$ cat src/rtl/uart_cmd_sender.sv
// Host-side UART command initiator: sends NUM_BYTES MSB-first, then captures a one-byte reply.
// Optional response timeout is compiled in with `define RESP_TIMEOUT_EN.
module uart_cmd_sender #(
   parameter int NUM_BYTES    = 3,
   parameter int RESP_TIMEOUT = 1_000_000
) (
   input  logic                   clk,
   input  logic                   rst_n,
   input  logic                   snd_cmd,
   input  logic [8*NUM_BYTES-1:0] cmd,
   output logic                   trmt,
   output logic [7:0]             tx_data,
   input  logic                   tx_done,
   input  logic                   rdy,
   input  logic [7:0]             rx_data,
   output logic                   clr_rdy,
   output logic                   busy,
   output logic                   cmd_sent,
   output logic                   resp_rdy,
   output logic [7:0]             resp,
   output logic                   timeout
);

   localparam int CMD_W = 8 * NUM_BYTES;
   localparam int CNT_W = $clog2(NUM_BYTES + 1);
   localparam logic [CNT_W-1:0] LAST_BYTE = CNT_W'(NUM_BYTES - 1);

   typedef enum logic [1:0] {IDLE, LOAD, WAIT_TX, WAIT_RESP} state_t;

   state_t           state, state_n;
   logic [CMD_W-1:0] shift_reg;
   logic [CNT_W-1:0] byte_cnt;
   logic             tx_done_q;
   logic             tx_edge;
   logic             last_byte;
   logic             accept;
   logic             shift_en;
   logic             take_resp;
   logic             time_out;

`ifdef RESP_TIMEOUT_EN
   localparam int TO_W = $clog2(RESP_TIMEOUT + 1);
   localparam logic [TO_W-1:0] TO_LAST = TO_W'(RESP_TIMEOUT - 1);
   logic [TO_W-1:0] to_cnt;
`endif

   // Only a low-to-high transition counts, so a tx_done left high by the previous byte is ignored.
   assign tx_edge   = tx_done & ~tx_done_q;
   assign last_byte = (byte_cnt == LAST_BYTE);
   assign trmt      = (state == LOAD);
   assign tx_data   = shift_reg[CMD_W-1 -: 8];

   always_ff @(posedge clk or negedge rst_n) begin
      if (!rst_n) state <= IDLE;
      else        state <= state_n;
   end

   always_comb begin
      state_n   = state;
      accept    = 1'b0;
      shift_en  = 1'b0;
      take_resp = 1'b0;
      time_out  = 1'b0;
      case (state)
         IDLE: begin
            if (snd_cmd) begin
               accept  = 1'b1;
               state_n = LOAD;
            end
         end
         LOAD: state_n = WAIT_TX;
         WAIT_TX: begin
            if (tx_edge) begin
               shift_en = 1'b1;
               state_n  = last_byte ? WAIT_RESP : LOAD;
            end
         end
         WAIT_RESP: begin
            if (rdy) begin
               take_resp = 1'b1;
               state_n   = IDLE;
            end
`ifdef RESP_TIMEOUT_EN
            else if (to_cnt == TO_LAST) begin
               time_out = 1'b1;
               state_n  = IDLE;
            end
`endif
         end
         default: state_n = IDLE;
      endcase
   end

   always_ff @(posedge clk or negedge rst_n) begin
      if (!rst_n) begin
         shift_reg <= '0;
         byte_cnt  <= '0;
         tx_done_q <= 1'b0;
         clr_rdy   <= 1'b0;
         busy      <= 1'b0;
         cmd_sent  <= 1'b0;
         resp_rdy  <= 1'b0;
         resp      <= 8'h00;
      end else begin
         tx_done_q <= tx_done;
         clr_rdy   <= 1'b0;
         cmd_sent  <= 1'b0;
         // The accept-time clr_rdy flushes any stale byte so only the true reply is captured.
         if (accept) begin
            shift_reg <= cmd;
            byte_cnt  <= '0;
            resp_rdy  <= 1'b0;
            clr_rdy   <= 1'b1;
            busy      <= 1'b1;
         end
         if (shift_en) begin
            shift_reg <= shift_reg << 8;
            byte_cnt  <= byte_cnt + 1'b1;
            if (last_byte) cmd_sent <= 1'b1;
         end
         if (take_resp) begin
            resp     <= rx_data;
            resp_rdy <= 1'b1;
            clr_rdy  <= 1'b1;
            busy     <= 1'b0;
         end
         if (time_out) busy <= 1'b0;
      end
   end

`ifdef RESP_TIMEOUT_EN
   always_ff @(posedge clk or negedge rst_n) begin
      if (!rst_n) begin
         to_cnt  <= '0;
         timeout <= 1'b0;
      end else begin
         if (accept) timeout <= 1'b0;
         if (shift_en && last_byte) to_cnt <= '0;
         else if (state == WAIT_RESP) to_cnt <= to_cnt + 1'b1;
         if (time_out) timeout <= 1'b1;
      end
   end
`else
   assign timeout = 1'b0;
`endif

endmodule

$ cat config.mk
export PLATFORM = sky130hd
export DESIGN_NAME = uart_cmd_sender
export DESIGN_NICKNAME = d
export VERILOG_FILES = /design/src/rtl/uart_cmd_sender.sv
export SDC_FILE = /design/constraint.sdc
export NUM_CORES = 1
export LEC_CHECK = 0
export ABC_CLOCK_PERIOD_IN_PS = 1250
export CAP_MARGIN = 20
export CORE_UTILIZATION = 40
export DETAILED_ROUTE_END_ITERATION = 10
export PLACE_DENSITY_LB_ADDON = 0.1
export SYNTH_ARGS = -nofsm -noshare
export SYNTH_HDL_FRONTEND = slang
export SYNTH_SLANG_ARGS = --single-unit
$ cat constraint.sdc
create_clock -name clk -period 1.25 [get_ports clk]
set_input_delay 0.25 -clock clk [delete_from_list [all_inputs] [get_ports clk]]
set_output_delay 0.25 -clock clk [all_outputs]
set_load 0.1 [all_outputs]
# Word level (Yosys, flattened, before mapping)
# Cells that the tools add are included.
[word_totals]
register_bits = 41
out_inout_bits = 22
input_bits = 37
[classes]
bitwise_logic = 2
eq_ne = 7
n_mux = 23
addsub = 1
n_reduce_logical = 4
[ops]
columns = ["cell", "n"]
rows = [
  ["$mux 24", 2],
  ["$mux 1", 14],
  ["$mux 2", 6],
  ["$pmux 2 s4", 1],
  ["$eq 2x2->1 const B", 3],
  ["$ne 2x2->1 const B", 3],
  ["$reduce_bool 2->1", 2],
  ["$reduce_and 3->1", 1],
  ["$add 2x1->2 const B", 1],
  ["$eq 2x1->1 const B", 1],
  ["$logic_not 2->1", 1],
  ["$and 1x1->1", 1],
  ["$not 1->1", 1],
]

# Longest topological paths before layout
[depth]
depth_word = 5
depth_mapped = 5
ltp_nobuf = 4

# Worst setup path after synthesis
# OpenSTA, ideal clock, no wires.
[synth_timing]
path_type = "reg-to-output"
startpoint = "register state[0]"
endpoint = "output trmt"
stages_incl_launch_ff = 2
required_ns = 1.000
t_arrival_ns = 1.813
setup_slack_ns = -0.813
cell_sequence = "dfrtp_1 -> nor2b_1"
[synth_between]
elab_chain_cells = 1
[synth_lines]
columns = ["element", "line_no", "rtl"]
rows = [
  ["from (decl)", "30", "state_t state, state_n;"],
  ["from (signal assigned)", "55", "else state <= state_n;"],
  ["$eq 2x1->1", "50", "assign trmt = (state == LOAD);"],
  ["to (decl)", "11", "output logic trmt,"],
]
# Every way passes these cells.

# Final worst setup path
[layout_timing]
startpoint = "register state[1]"
endpoint = "output trmt"
# Same word-level chain as after synthesis.

==> results.md <==
* DR iter-0 viols at 89
* H-tree depth at 2
* Data arrival, critical path at roughly 1.2 ns
* #FFs+latches synth at a little over 40
* Critical path startpoint: state[1]
* Syn Nets at a little over 200
* Critical path buffers and inverters at 2
* Cell depth of the worst setup path at 3
* Vias in the first global route at between 1,000 and 1,500
* Worst Reg2Reg Path Length in Cells at 4
* Routed via count at ~1,400
* Reg-to-Reg Start: state[0]
* Worst Setup End Kind: output pin
* CP required at 1.00 ns
* FP Rows at 23
* Area Growth Syn to Fin at 59.6%
* FF-to-FF setup slack at -0.10 ns
* RSZ-0062 raised after global routing: true
* Worst setup margin at -0.145 ns
* Commonest cells after routing, fill and taps aside: 35 x clkdlybuf4s50_1, 31 x dfrtp_1, 24 x buf_12, 22 x nand2_1, 16 x nor2_1
* Status: complete, but fails checks
* Worst path cell trace: buf_6, nor2b_4, buf_12
* Starting Density at a little over two fifths
* Critical path class: reg -> out
* Sequential share of the synthesized area at approximately three fifths
* Hold Path Class: in -> async
* Die Span Y at between 60 and 70 um
* Clock Sinks at 41
* Dominant cells by area after synthesis: dfrtp_1 59%, o22ai_1 5.7%, mux2_1 5.2%, buf_4 4.7%, nand2_1 4.7%
* Most common cell after layout, fill and taps aside: clkdlybuf4s50_1
* Post-DR wirelength/cell at about 14 um
* Synth warn at 0
* Nets at 262
* FF-to-FF End: shift_reg[9]
* First-pass GRT wire length at approximately 6.3 mm
* GRT Overall Usage at between 10% and 20%
* Clk_lat worst skew at just under 0.3 ns
* Core ar. at between 4000 and 5000 um2
* GRT Residual Overflow at 0
* CTS Buffer Depth at 2
* Final period util at 112%
* TritonCTS clock tree: done
* Top delay family on crit path: flip-flops
* Crit Path Max Fanout at 6
* Clock root cell: clkbuf_8
* Max reg flops at 24
* GPL Wtd Cong at around 0.74
* PortBufs at 57
* First-pass DRT Iterations at 4
* Minimum clock period at roughly 1.4 ns
* Layout cells sized above 1 at about 30%
* Antenna viol nets, final at 0
* Area leader, netlist: dfrtp_1
* Max Fclk at about 720 MHz
* Final setup vio count at 28
* Yosys top cell area share at about three fifths
* Max_cap viols at 0
* Residual DRC at 0
* Clk_skew at roughly 0.0048 ns
* Max-slew violations at 0
* Antenna violations before repair at 0
* Die footprint at between 4000 and 5000 um2
* Largest net degree at the start of global routing at 42
* CP max stage delay at roughly 0.41 ns
* Worst path slowest cell: dfrtp_2
* Post-synth cell types at 24
* Total wire length at around 3.8 mm
* Cell Area, Synth at roughly 1700 um2
* CP Launch Type: flip-flop
* Clock transition at path regs at ~0.08 ns
* Failing checks: negative setup slack
* Final TNS setup at -1.79 ns
* Die Span X at between 60 and 70 um
* Fin. Hold Viols at 0
* CTS buffer count at 5
* Cells after Synth at between 150 and 200
* Mean Syn Cell Area at around 10 um2
* N_diodes at 0
* Vias per std cell at about 5.0
* CP endpoint: trmt
* I/O pin total at between 50 and 60
* DP HPWL at ~2.7 mm
## synth_stat cells
| master | count |
|---|---|
| dfrtp_1 | 41 |
| nand2_1 | 22 |
| nor2_1 | 16 |
| nor3_1 | 16 |
| o22ai_1 | 16 |
| buf_4 | 11 |
| buf_2 | 9 |
| a21oi_1 | 8 |
| mux2_1 | 8 |
| nand3_1 | 3 |
| inv_1 | 2 |
| nor2b_1 | 2 |
| o21ai_1 | 2 |
| and2_1 | 1 |
| conb_1 | 1 |
| ha_1 | 1 |
| nand4bb_1 | 1 |
| nor3b_1 | 1 |
| nor3b_2 | 1 |
| nor4bb_1 | 1 |
| o21a_1 | 1 |
| o21ai_0 | 1 |
| o31a_1 | 1 |
| or3b_1 | 1 |
## per-stage QoR
step	setup WS [ns]	cells	hold slack [ns]	instance area (um2)	utilization, %
after floorplan	-0.0610	167	-0.0456	1770	-
after global placement	-0.371	265	0.236	2610	63.9
after detailed placement	-0.381	265	0.238	2610	63.9
after CTS	-0.156	275	0.464	2740	66.9
after global routing	-0.188	275	0.499	2790	68.2
final	-0.145	275	0.454	2790	68.2
## worst register-to-register path: stages, from the launching register on
cell	delay (ns)
dfrtp_2	0.41
or3b_1	0.42
buf_12	0.18
o22ai_1	0.16
nor2_1	0.07
## what timing repair did
item	CTS	global route
endpoints found under the hold margin	41	0
buffers inserted	1	0
hold buffers	1	0
gates resized for setup	6	12
pin swaps	0	1
cloned	0	0
setup endpoints to repair	36	38
## metal layers
metal  part of all wire (%)  track usage [%]  up-vias
met4                    1.3             9.90        0
met3                    8.4             6.50        5
met5                      0                0        -
li1                       -                -      676
met2                     45             30.9       52
met1                     45             22.2      654
## worst min-delay path by stage
stage / end / slack (ns)
final: cmd_sent / 0.45
after global routing: shift_reg[5] / 0.50
after CTS: shift_reg[1] / 0.46
after detailed placement: cmd_sent / 0.24
after global placement: cmd_sent / 0.24
after floorplan: busy / -0.05
## cell type report
cell class | instances | area (um2)
clock inverters | 2 | 10.0
clock buffers | 6 | 72.6
flip-flops and latches | 41 | 1040
well taps | 50 | 62.6
repair buffers | 70 | 932
multi-input cells | 104 | 662
fillers | 312 | 1300
inverters | 2 | 7.51
## kinds of logic after synthesis
kind of cell	synth area share (%)
AOI/OAI and AO/OA	9.82
adders and majority gates	0.717
buffers and inverters	7.74
DFF	58.8
muxes	5.16
other	0.215
and+or+nand+nor	17.6
Power is not shown: default switching activity piles up to over one toggle a cycle in this logic, so the estimate is an artifact.
==> RTL change (config.mk and constraints unchanged) <==
`NUM_BYTES`: 3 -> 2.
--- a/src/rtl/uart_cmd_sender.sv
+++ b/src/rtl/uart_cmd_sender.sv
@@ -3,3 +3,3 @@
 module uart_cmd_sender #(
-   parameter int NUM_BYTES    = 3,
+   parameter int NUM_BYTES    = 2,
    parameter int RESP_TIMEOUT = 1_000_000
Interface: changed (resized cmd); port bits go from 59 to 51. The function was not compared with the original's and may differ.
==> RTL change against the original RTL <==
- the flow still finishes with violations (setup timing)
- sequential cell count shrank 8
- register-to-register slack lost 80 ps
- via count shrank 12%
- wire length grew 1.0%
- count of clock-buffer cells in the layout is the same
- die area shrank 15%
- design area shrank 6.4%
- fmax shrank 3.3%
- area after synthesis shrank 16%
- worst setup slack lost 48 ps
Power is not shown: default switching activity piles up to over one toggle a cycle in this logic, so the estimate is an artifact.
==> RTL change: results (changes against the original RTL) <==
Post-Syn Instances: 132 (-21%)
postcts setup bufs: 6 (+5)
CTS max path bufs: 2 (unchanged)
part of the Yosys area used for sequential elements: 0.5603 (-0.02754)
FF-to-FF setup slack: -180 ps (-80 ps)
Clock Latency Late Sink: 270 ps (-20 ps)
complex-gate fraction of the synthesized area: 0.1078 (+0.009602)
status: complete, but fails checks
largest net degree at the start of global routing: 34 (-19%)
worst r2r dst: shift_reg[8]
initial antenna violation count: 0 (unchanged)
Final WS setup: -193.4 ps (-47.88 ps)
PortBufs: 49 (-14%)
HP Class: input port to async pin
CP top delay family: flip-flops
setup tns final: -3637 ps (-1850 ps)
clk root buf: clkbuf_8
synth unique cells: 27 (+13%)
DR WL/cell: 16.20 um (+16%)
critical path fanouts, max: 2 (-4)
Worst EP arrival: 1190 ps (+40 ps)
gr usage total: 0.2086 (+0.01788)
DP Wirelength: 2.227 mm (-16%)
fraction of layout cells with a size suffix above 1: 0.4870 (+0.1893)
Commonest cells post-synth: dfrtp_1, nand2_1, buf_4
Routed Wire Length: 3.872 mm (+1.0%)
vias in the first global route: 1324 (-7.5%)
Via density: 5.079 (+0.71%)
GPL Wtd Cong: 0.6694 (-10%)
setup slack at placement: -403.5 ps (-22.50 ps)
Initial DRC Count: 46 (-48%)
Synth area leaders: dfrtp_1, mux2_1, nand2_1
setup violators final: 32 (+14%)
RR Startpoint: state[1]
Hold Slack: 344.1 ps (-109.9 ps)
mux cell area share after synthesis: 0.06112 (+0.009508)
number of flip-flops in the largest register: 16 (-33%)
Cell Area, Placed: 2233 um^2 (-14%)
failing checks: setup timing
clk slew on worst S/H paths: 60 ps (-20 ps)
area share of fa/ha/maj cells after synthesis: 0.008489 (+0.001321)
# resized after CTS: 26 (+20)
Worst R2R Path Depth: 6 (+2)
first-pass GRT wire length: 6.216 mm (-1.8%)
Worst Skew: 2.612 ps (-2.226 ps)
Syn Nets: 162 (-21%)
Placed Cells: 219 (-17%)
## RTL change: worst register-to-register path, cell delays in order, from the launching register on
cell and delay, ps:
dfrtp_2 410, buf_6 120, buf_4 160, nor3b_4 300, clkbuf_16 230, nor3_2 50, nor2_1 100
## RTL change: area by class of cell
class	count	area, um^2
clock buffer	6	72.57
multi-input combinational	82	674.4
clock inverter	2	10.01
fill	232	835.8
timing repair buffer	68	945.9
tap	46	57.56
sequential	33	838.3
inverter	2	7.507
## RTL change: worst max-delay path by stage
stage / end / startpoint / slack, ps / cells after the start
final: trmt / state[1] / -190 / 4
after global routing: trmt / state[1] / -240 / 4
after CTS: trmt / state[1] / -210 / 4
after detailed placement: shift_reg[8] / snd_cmd / -400 / 4
after global placement: shift_reg[8] / snd_cmd / -360 / 4
after floorplan: shift_reg[13] / state[1] / -70 / 4
## RTL change: metal layers
metal	part of all wire	track usage
met5	0	0
met4	0.015	0.07849
met3	0.072	0.08029
met2	0.52	0.3587
met1	0.39	0.2320
